--- src/rtl/pc_pkg.sv ---
// Shared definitions for the Zepto fetch-stage PC sequencer:
// operation encodings and the return-stack pointer width helper.
package pc_pkg;

  typedef enum logic [2:0] {
    PC_OP_INC    = 3'd0,
    PC_OP_HOLD   = 3'd1,
    PC_OP_JUMP   = 3'd2,
    PC_OP_BRANCH = 3'd3,
    PC_OP_CALL   = 3'd4,
    PC_OP_RET    = 3'd5
  } pc_op_e;

  // One extra bit so the pointer can represent a completely full stack.
  function automatic int ptrWidth(input int depth);
    return $clog2(depth) + 1;
  endfunction

endpackage

--- src/rtl/pc_ret_stack.sv ---
// Return-address LIFO for the PC sequencer; push and pop are mutually exclusive.
// empty_o/full_o are registered copies derived from the next pointer value.
module pc_ret_stack
  import pc_pkg::*;
#(
  parameter int WIDTH       = 16,
  parameter int STACK_DEPTH = 8
) (
  input  logic             clk,
  input  logic             Reset,
  input  logic             push_i,
  input  logic             pop_i,
  input  logic [WIDTH-1:0] data_i,
  output logic [WIDTH-1:0] top_o,
  output logic             empty_o,
  output logic             full_o
);

  localparam int PW = ptrWidth(STACK_DEPTH);
  localparam int AW = PW - 1;

  logic [PW-1:0]    ptr_q, ptr_d;
  logic [AW-1:0]    topIdx;
  logic             empty_q, full_q;
  logic [WIDTH-1:0] mem_q [STACK_DEPTH];

  always_comb begin
    ptr_d = ptr_q;
    if (push_i && !full_q) begin
      ptr_d = ptr_q + PW'(1);
    end else if (pop_i && !empty_q) begin
      ptr_d = ptr_q - PW'(1);
    end
  end

  always_ff @(posedge clk) begin
    if (!Reset) begin
      ptr_q   <= '0;
      empty_q <= 1'b1;
      full_q  <= 1'b0;
    end else begin
      ptr_q   <= ptr_d;
      empty_q <= (ptr_d == '0);
      full_q  <= (ptr_d == PW'(STACK_DEPTH));
    end
  end

  // Entry storage has no reset; contents are meaningless until pushed.
  always_ff @(posedge clk) begin
    if (Reset && push_i && !full_q) begin
      mem_q[ptr_q[AW-1:0]] <= data_i;
    end
  end

  assign topIdx  = ptr_q[AW-1:0] - AW'(1);
  assign top_o   = mem_q[topIdx];
  assign empty_o = empty_q;
  assign full_o  = full_q;

endmodule

--- src/rtl/pc_seq_unit.sv ---
// Program-counter sequencer: increment, hold, jump, relative branch and
// call/return through an internal return-address stack, with sticky error flags.
module pc_seq_unit
  import pc_pkg::*;
#(
  parameter int               WIDTH       = 16,
  parameter int               STACK_DEPTH = 8,
  parameter logic [WIDTH-1:0] RESET_ADDR  = '0,
  parameter logic [WIDTH-1:0] INC_STEP    = WIDTH'(1)
) (
  input  logic             clk,
  input  logic             Reset,
  input  logic             en,
  input  logic [2:0]       op,
  input  logic [WIDTH-1:0] target,
  input  logic [WIDTH-1:0] offset,
  output logic [WIDTH-1:0] pc,
  output logic             stack_empty,
  output logic             stack_full,
  output logic             stack_ovf,
  output logic             stack_unf
);

  logic [WIDTH-1:0] pc_q, pc_d, pcInc, stackTop;
  logic             ovf_q, ovf_d, unf_q, unf_d;
  logic             push, pop, stackEmpty, stackFull;

  assign pcInc = pc_q + INC_STEP;

  always_comb begin
    pc_d  = pc_q;
    ovf_d = ovf_q;
    unf_d = unf_q;
    push  = 1'b0;
    pop   = 1'b0;
    if (en) begin
      case (pc_op_e'(op))
        PC_OP_HOLD:   pc_d = pc_q;
        PC_OP_JUMP:   pc_d = target;
        PC_OP_BRANCH: pc_d = pc_q + offset;
        PC_OP_CALL: begin
          if (!stackFull) begin
            push = 1'b1;
            pc_d = target;
          end else begin
            pc_d  = pcInc;
            ovf_d = 1'b1;
          end
        end
        PC_OP_RET: begin
          if (!stackEmpty) begin
            pop  = 1'b1;
            pc_d = stackTop;
          end else begin
            pc_d  = pcInc;
            unf_d = 1'b1;
          end
        end
        default:      pc_d = pcInc;
      endcase
    end
  end

  always_ff @(posedge clk) begin
    if (!Reset) begin
      pc_q  <= RESET_ADDR;
      ovf_q <= 1'b0;
      unf_q <= 1'b0;
    end else begin
      pc_q  <= pc_d;
      ovf_q <= ovf_d;
      unf_q <= unf_d;
    end
  end

  pc_ret_stack #(
    .WIDTH       (WIDTH),
    .STACK_DEPTH (STACK_DEPTH)
  ) u_ret_stack (
    .clk     (clk),
    .Reset   (Reset),
    .push_i  (push),
    .pop_i   (pop),
    .data_i  (pcInc),
    .top_o   (stackTop),
    .empty_o (stackEmpty),
    .full_o  (stackFull)
  );

  assign pc          = pc_q;
  assign stack_empty = stackEmpty;
  assign stack_full  = stackFull;
  assign stack_ovf   = ovf_q;
  assign stack_unf   = unf_q;

endmodule
--- config.mk ---
export PLATFORM = sky130hd
export DESIGN_NAME = pc_seq_unit
export DESIGN_NICKNAME = d
export VERILOG_FILES = /design/src/rtl/pc_pkg.sv /design/src/rtl/pc_ret_stack.sv /design/src/rtl/pc_seq_unit.sv
export SDC_FILE = /design/constraint.sdc
export NUM_CORES = 1
export LEC_CHECK = 0
export BUFFER_PORTS_ARGS = -buffer_cell sky130_fd_sc_hd__buf_2
export CAP_MARGIN = 20
export CORE_ASPECT_RATIO = 1.25
export CORE_MARGIN = 1
export CORE_UTILIZATION = 45
export CTS_CLUSTER_DIAMETER = 40
export CTS_CLUSTER_SIZE = 30
export DETAILED_ROUTE_END_ITERATION = 8
export PLACE_DENSITY = 0.73
export SYNTH_ARGS = -nofsm -noshare
export SYNTH_HDL_FRONTEND = slang
export SYNTH_SLANG_ARGS = --single-unit
--- constraint.sdc ---
create_clock -name clk -period 4.09 [get_ports clk]
set_input_delay 0.6135 -clock clk [delete_from_list [all_inputs] [get_ports clk]]
set_output_delay 0.6135 -clock clk [all_outputs]
set_load 0.03 [all_outputs]
==> results of run 1 <==
power by group through the flow:
stage | Clock [mW] | Combinational (mW) | Sequential (mW)
after global routing | 1.63 | 0.439 | 1.75
after CTS | 1.58 | 0.399 | 1.74
after detailed placement | 0 | 0.395 | 1.78
after global placement | 0 | 0.384 | 1.78
after floorplan | 0 | 0.254 | 1.80
final | 1.55 | 0.401 | 1.75
state kept, by name, summed over array words and instances, names as in the netlist:
signal and cells:
u_ret_stack.full_o 1, stack_ovf 1, u_ret_stack.mem_q 128, stack_unf 1
pc 16, u_ret_stack.ptr_q 4, u_ret_stack.empty_o 1
worst max-delay path, cell delays in order (launching register included):
cell and delay, ns:
dfxtp_1 0.52, inv_1 0.11, ha_1 0.26, xor2_2 0.58, buf_4 0.30, mux2_2 0.35
nand2_1 0.07, o211ai_1 0.10, o221a_1 0.23, o21a_1 0.10
cells in the final DEF (no fill, tap or decap), drive strengths merged, types with 3 or more instances in the layout:
master and count:
o31ai 3, xor2 16, o21bai 4, ha 18
nor2 24, nand3b 5, mux4 32, buf 72
xnor2 11, nor2b 4, o211a 3, a211oi 8
a21o 8, and2 3, dfxtp 24, nand2 54
or3 3, mux2i 5, and3 5, edfxtp 128
a21oi 30, nand4 5, nand3 14, nand2b 4
clkbuf 17, o221ai 3, clkinv 6, o21ai 30
o221a 3, inv 16, o21a 5, a221oi 8
nor4 4, nor3 11
metrics by stage:
| stage | area (um^2) | hold WS (ns) | setup WS, ns | instances | util |
|---|---|---|---|---|---|
| final | 8470 | 0.447 | 1.37 | 826 | 0.538 |
| after global placement | 7870 | 0.444 | 1.33 | 794 | 0.499 |
| after floorplan | 7330 | 0.589 | 1.06 | 536 | - |
| after global routing | 8470 | 0.481 | 1.19 | 826 | 0.538 |
| after CTS | 8470 | 0.435 | 1.34 | 826 | 0.538 |
| after detailed placement | 7870 | 0.456 | 1.30 | 794 | 0.499 |
worst max-delay path by stage:
stage / endpoint / slack (ns) / cells past startpoint
2_1_floorplan: u_ret_stack.mem_q[1][0] / 1.06 / 5
3_3_place_gp: pc[14] / 1.33 / 9
3_5_place_dp: pc[14] / 1.30 / 9
4_1_cts: pc[7] / 1.34 / 9
5_1_grt: pc[13] / 1.19 / 9
6_report: pc[7] / 1.37 / 9
area by class of cell:
cell class | instances | area (um^2)
clock buffer | 17 | 425
clock inverter | 15 | 175
fill | 1269 | 7290
inverter | 8 | 30.0
multi-input combinational | 350 | 2850
sequential | 152 | 4330
tap | 212 | 265
timing repair buffer | 72 | 398
cells by family after synthesis:
logic type	Yosys count	share of synthesized area
flip-flops	152	0.590
AND/OR/NAND/NOR	143	0.0969
AO/OA/AOI/OAI	123	0.114
multiplexers	38	0.110
buffers and inverters	34	0.0227
XOR/XNOR	27	0.0333
adder cells (fa/ha/maj)	19	0.0334
per-layer routing:
layer  vias up  routed length [um]
met4         0                 763
li1       2244                   -
met2       212                8760
met1      2468                6850
met3        55                 834
met5         -                   0
==> flow_summary.ini, run 1 <==
[sta]
setup-violations-final = 0
worst_pin_slew_ns = 1.02
finalCritPeriodShare = 0.665
rsz0062_at_grt = false
fmax_mhz = 368
setup_tns_ns = 0
slew_viol_final = 0
slew_headroom = 0.317
hold_viol_final = 0
fin_skew_ns = 0.0106
period_minus_slack_ns = 2.72

[worst_setup_path]
crit_fanout = 9
critPathLaunchType = flop
r2r_end = pc[7]
r2r_cells = 9
arrival_ns = 3.04
crit_start = u_ret_stack.ptr_q[1]
regToRegSetupSlack_ns = 1.37
cp.required_ns = 4.41
worst-setup-path-type = flop to flop
worstReg2RegStart = u_ret_stack.ptr_q[1]
critPathCaptureType = flop

[logic_synthesis]
yosysTopAreaCell = edfxtp_1
async_flop_share = 0
ys_top_cells_by_count = edfxtp_1 (128), nand2_1 (53), a21oi_1 (30)
synth.cell_area_mm2 = 0.00733
synth_flop_cell = edfxtp_1
synth_cell_types = 64
synth-seq-cells = 152
yosys.area.top_type_share = 0.524
seq_area_frac_synth = 0.590
synth_nets = 593
synth_edf_count = 128
post-synth-top-count-cell = edfxtp_1
yosys_warnings = 0
avgSynthCellArea_um2 = 13.7
synthCells = 536
synth.area.top_cells = edfxtp_1 (52%), mux4_2 (7.7%), dfxtp_1 (6.6%)

[drt]
drt-total-wl_um = 17200
ant_nets = 0
viasPerCell = 6.03
initialDrtViolationCount = 456
wl_per_cell_um = 20.8
vias = 4979
drc = 0
dr.pass1.iters = 5

[global_route]
grt_usage = 0.217
grtUsageMet1 = 0.258
grt.busiest_layer = met2
grt_pass1_wl_um = 26600
grt_pass1_vias = 5041
gr-total-overflow = 0
gr-usage-met2 = 0.372
grt_start_max_net_pins = 40
grtUsageMet3 = 0.0346
antenna_found_initial = 0

[place]
io_buffers = 57
gp_congestion = 0.872
hpwl_um = 11500

[final_layout]
diodes = 0
drive_gt1_frac = 0.231
syn2layout_area_growth_pct = 15.5
nets = 658

[die]
ios = 58
core_area_mm2 = 0.0158
die_area_mm2 = 0.0168
die_y_um = 145
fp-row-count = 51
fp.dieW_um = 116
start_util = 0.465

[clock_tree]
cts_sinks = 152
cts_resized = 0
path_clk_slew_ns = 0.07
postCtsSetupBuffers = 0
h-tree-depth = 4
cts-root-buf = clkbuf_16
tritoncts = yes
cts_made_buffers = 17
hold_buffers = 0
cts_buffer_depth = 2
insertion_delay_ns = 0.43

[power]
netSwitchingPower_mw = 1.01
sequentialPowerShare = 0.472
netSwitchingFraction = 0.272
p_per_area_mw_per_mm2 = 436
fin_total_pwr_mw = 3.70
p_leak_nw = 3.07
p_int_mw = 2.69
combPwrFrac = 0.109
clockPowerShare = 0.419
vdd_drop_max_v = 0.000274

[min_path]
whs_endpoint = pc[0]
hold_class = primary input to flop
worstHoldPathCells = 3
hold_start = target[0]

[outcome]
status = finished clean

[flow_run]
max_cap_violations = 0
No activity file was read; power rests on OpenSTA's default activity.
==> inputs of run 2 (changes only) <==
--- a/config.mk
+++ b/config.mk
@@ -13,7 +13,7 @@
 export CTS_CLUSTER_DIAMETER = 40
 export CTS_CLUSTER_SIZE = 30
 export DETAILED_ROUTE_END_ITERATION = 8
-export PLACE_DENSITY = 0.73
+export PLACE_DENSITY = 0.75
 export SYNTH_ARGS = -nofsm -noshare
 export SYNTH_HDL_FRONTEND = slang
 export SYNTH_SLANG_ARGS = --single-unit
==> constraint.sdc (replaced) <==
create_clock -name clk -period 2.42 [get_ports clk]
set_input_delay 0.363 -clock clk [delete_from_list [all_inputs] [get_ports clk]]
set_output_delay 0.363 -clock clk [all_outputs]
set_load 0.03 [all_outputs]
==> run 2 against run 1 <==
Combinational power rose by 84%. First-iteration DRC count grew 5.7%. Worst setup slack lost 1.2 ns. Hold slack got worse by 0.26 ns. Clock skew grew 0.0080 ns. Register-to-register slack worse by 1.2 ns. Routed wire length up 2.6%. Maximum frequency grew 20%. Flip-flop and latch count unchanged. Cell count increased by 3.8%. Highest routed layer unchanged.
==> flow_summary.ini, run 2 (same netlist as run 1, synthesis figures left out) <==
[outcome]
status = finished clean

[drt]
dr.pass1.iters = 6
drt-total-wl_um = 17700
initialDrtViolationCount = 482
wl_per_cell_um = 20.6
ant_nets = 0
vias = 5077
drc = 0
viasPerCell = 5.92

[final_layout]
largest_reg_flops = 128
drive_gt1_frac = 0.276
final_cells = 857
diodes = 0
syn2layout_area_growth_pct = 20.3
nFillCells = 1246
layout_common_cells = edfxtp_1 (128), buf_2 (57), nand2_1 (53), buf_4 (41), a21oi_1 (30)
nets = 689
final_common_cell = edfxtp_1

[worst_setup_path]
regToRegSetupSlack_ns = 0.15
worst-setup-path-type = flop to flop
critPathCaptureType = flop
cp.required_ns = 2.71
crit_fanout = 8
critPathLaunchType = flop
arrival_ns = 2.55

[sta]
fmax_mhz = 441
worst_pin_slew_ns = 0.968
finalCritPeriodShare = 0.937
hold_viol_final = 0
rsz0062_at_grt = false
slew_headroom = 0.350
setup-violations-final = 0
fin_skew_ns = 0.0185
slew_viol_final = 0
period_minus_slack_ns = 2.27
worst_slack_ns = 0.152

[clock_tree]
cts_sinks = 152
insertion_delay_ns = 0.43
path_clk_slew_ns = 0.08
cts_buffer_depth = 2
cts-root-buf = clkbuf_16
cts_made_buffers = 17
h-tree-depth = 4
hold_buffers = 0
tritoncts = yes

[global_route]
grt_usage = 0.220
grt_pass1_wl_um = 26900
gr-total-overflow = 0
antenna_found_initial = 0
grt_pass1_vias = 5070
grt_start_max_net_pins = 40

[min_path]
hold_class = primary input to flop

[power]
p_leak_nw = 3.26
p_per_area_mw_per_mm2 = 722
vdd_drop_max_v = 0.000698

[place]
dp.cells = 824
dp_slack_ns = -0.0981
gp_congestion = 0.982
io_buffers = 57
hpwl_um = 12600

[die]
start_util = 0.465
fp-row-count = 51
die_y_um = 145
ios = 58
fp.dieW_um = 116
core_area_mm2 = 0.0158
die_area_mm2 = 0.0168

[flow_run]
max_cap_violations = 0
run 2: power by group:
group          internal (mW)  leakage, nW  switching [mW]  total (mW)
combinational          0.295         1.61           0.441       0.736
clock                   1.42        0.301            1.27        2.69
sequential              2.89         1.35          0.0498        2.94
run 2: stage by stage:
step	area (um^2)	utilization	setup TNS [ns]	total power [mW]	hold WS [ns]
floorplan	7350	-	0	3.47	0.519
global placement	8160	0.518	-0.0550	3.69	0.445
detailed placement	8160	0.518	-0.0981	3.72	0.447
CTS	8780	0.557	0	6.37	0.183
global route	8820	0.560	0	6.56	0.203
finish	8820	0.560	0	6.37	0.189
run 2: path summary, 6_finish.rpt:
check	startpoint	cells past startpoint	endpoint
max	pc[1]	6	u_ret_stack.mem_q[2][12]
min	target[0]	3	pc[0]
max reg2reg	pc[1]	6	u_ret_stack.mem_q[2][12]
min reg2reg	stack_unf	1	stack_unf
run 2: worst max-delay path, stage by stage (launching register included):
cell and delay (ns):
dfxtp_1 0.49, ha_1 0.24, nand3_1 0.28, nor3_1 0.33
and3_1 0.22, xor2_1 0.33, buf_4 0.22
run 2: final cells by class:
type                       count  area (um^2)  area share
clock buffer                  17          425      0.0482
sequential                   152         4330       0.490
multi-input combinational    350         2880       0.327
clock inverter                15          199      0.0226
tap                          212          265      0.0301
inverter                       8         30.0     0.00340
timing repair buffer         103          693      0.0786
run 2: what timing repair did:
item | in CTS | in global routing
gates resized for setup | 0 | 5
setup endpoints to repair | 0 | 7
endpoints found under the hold margin | 0 | 0
buffers inserted | 0 | 1
run 2: metal layers:
layer  track usage  part of all wire  up-vias
met5             0                 0        -
met3        0.0337             0.049       56
li1              -                 -     2316
met4         0.134             0.044        0
met1         0.255              0.39     2514
met2         0.384              0.52      191
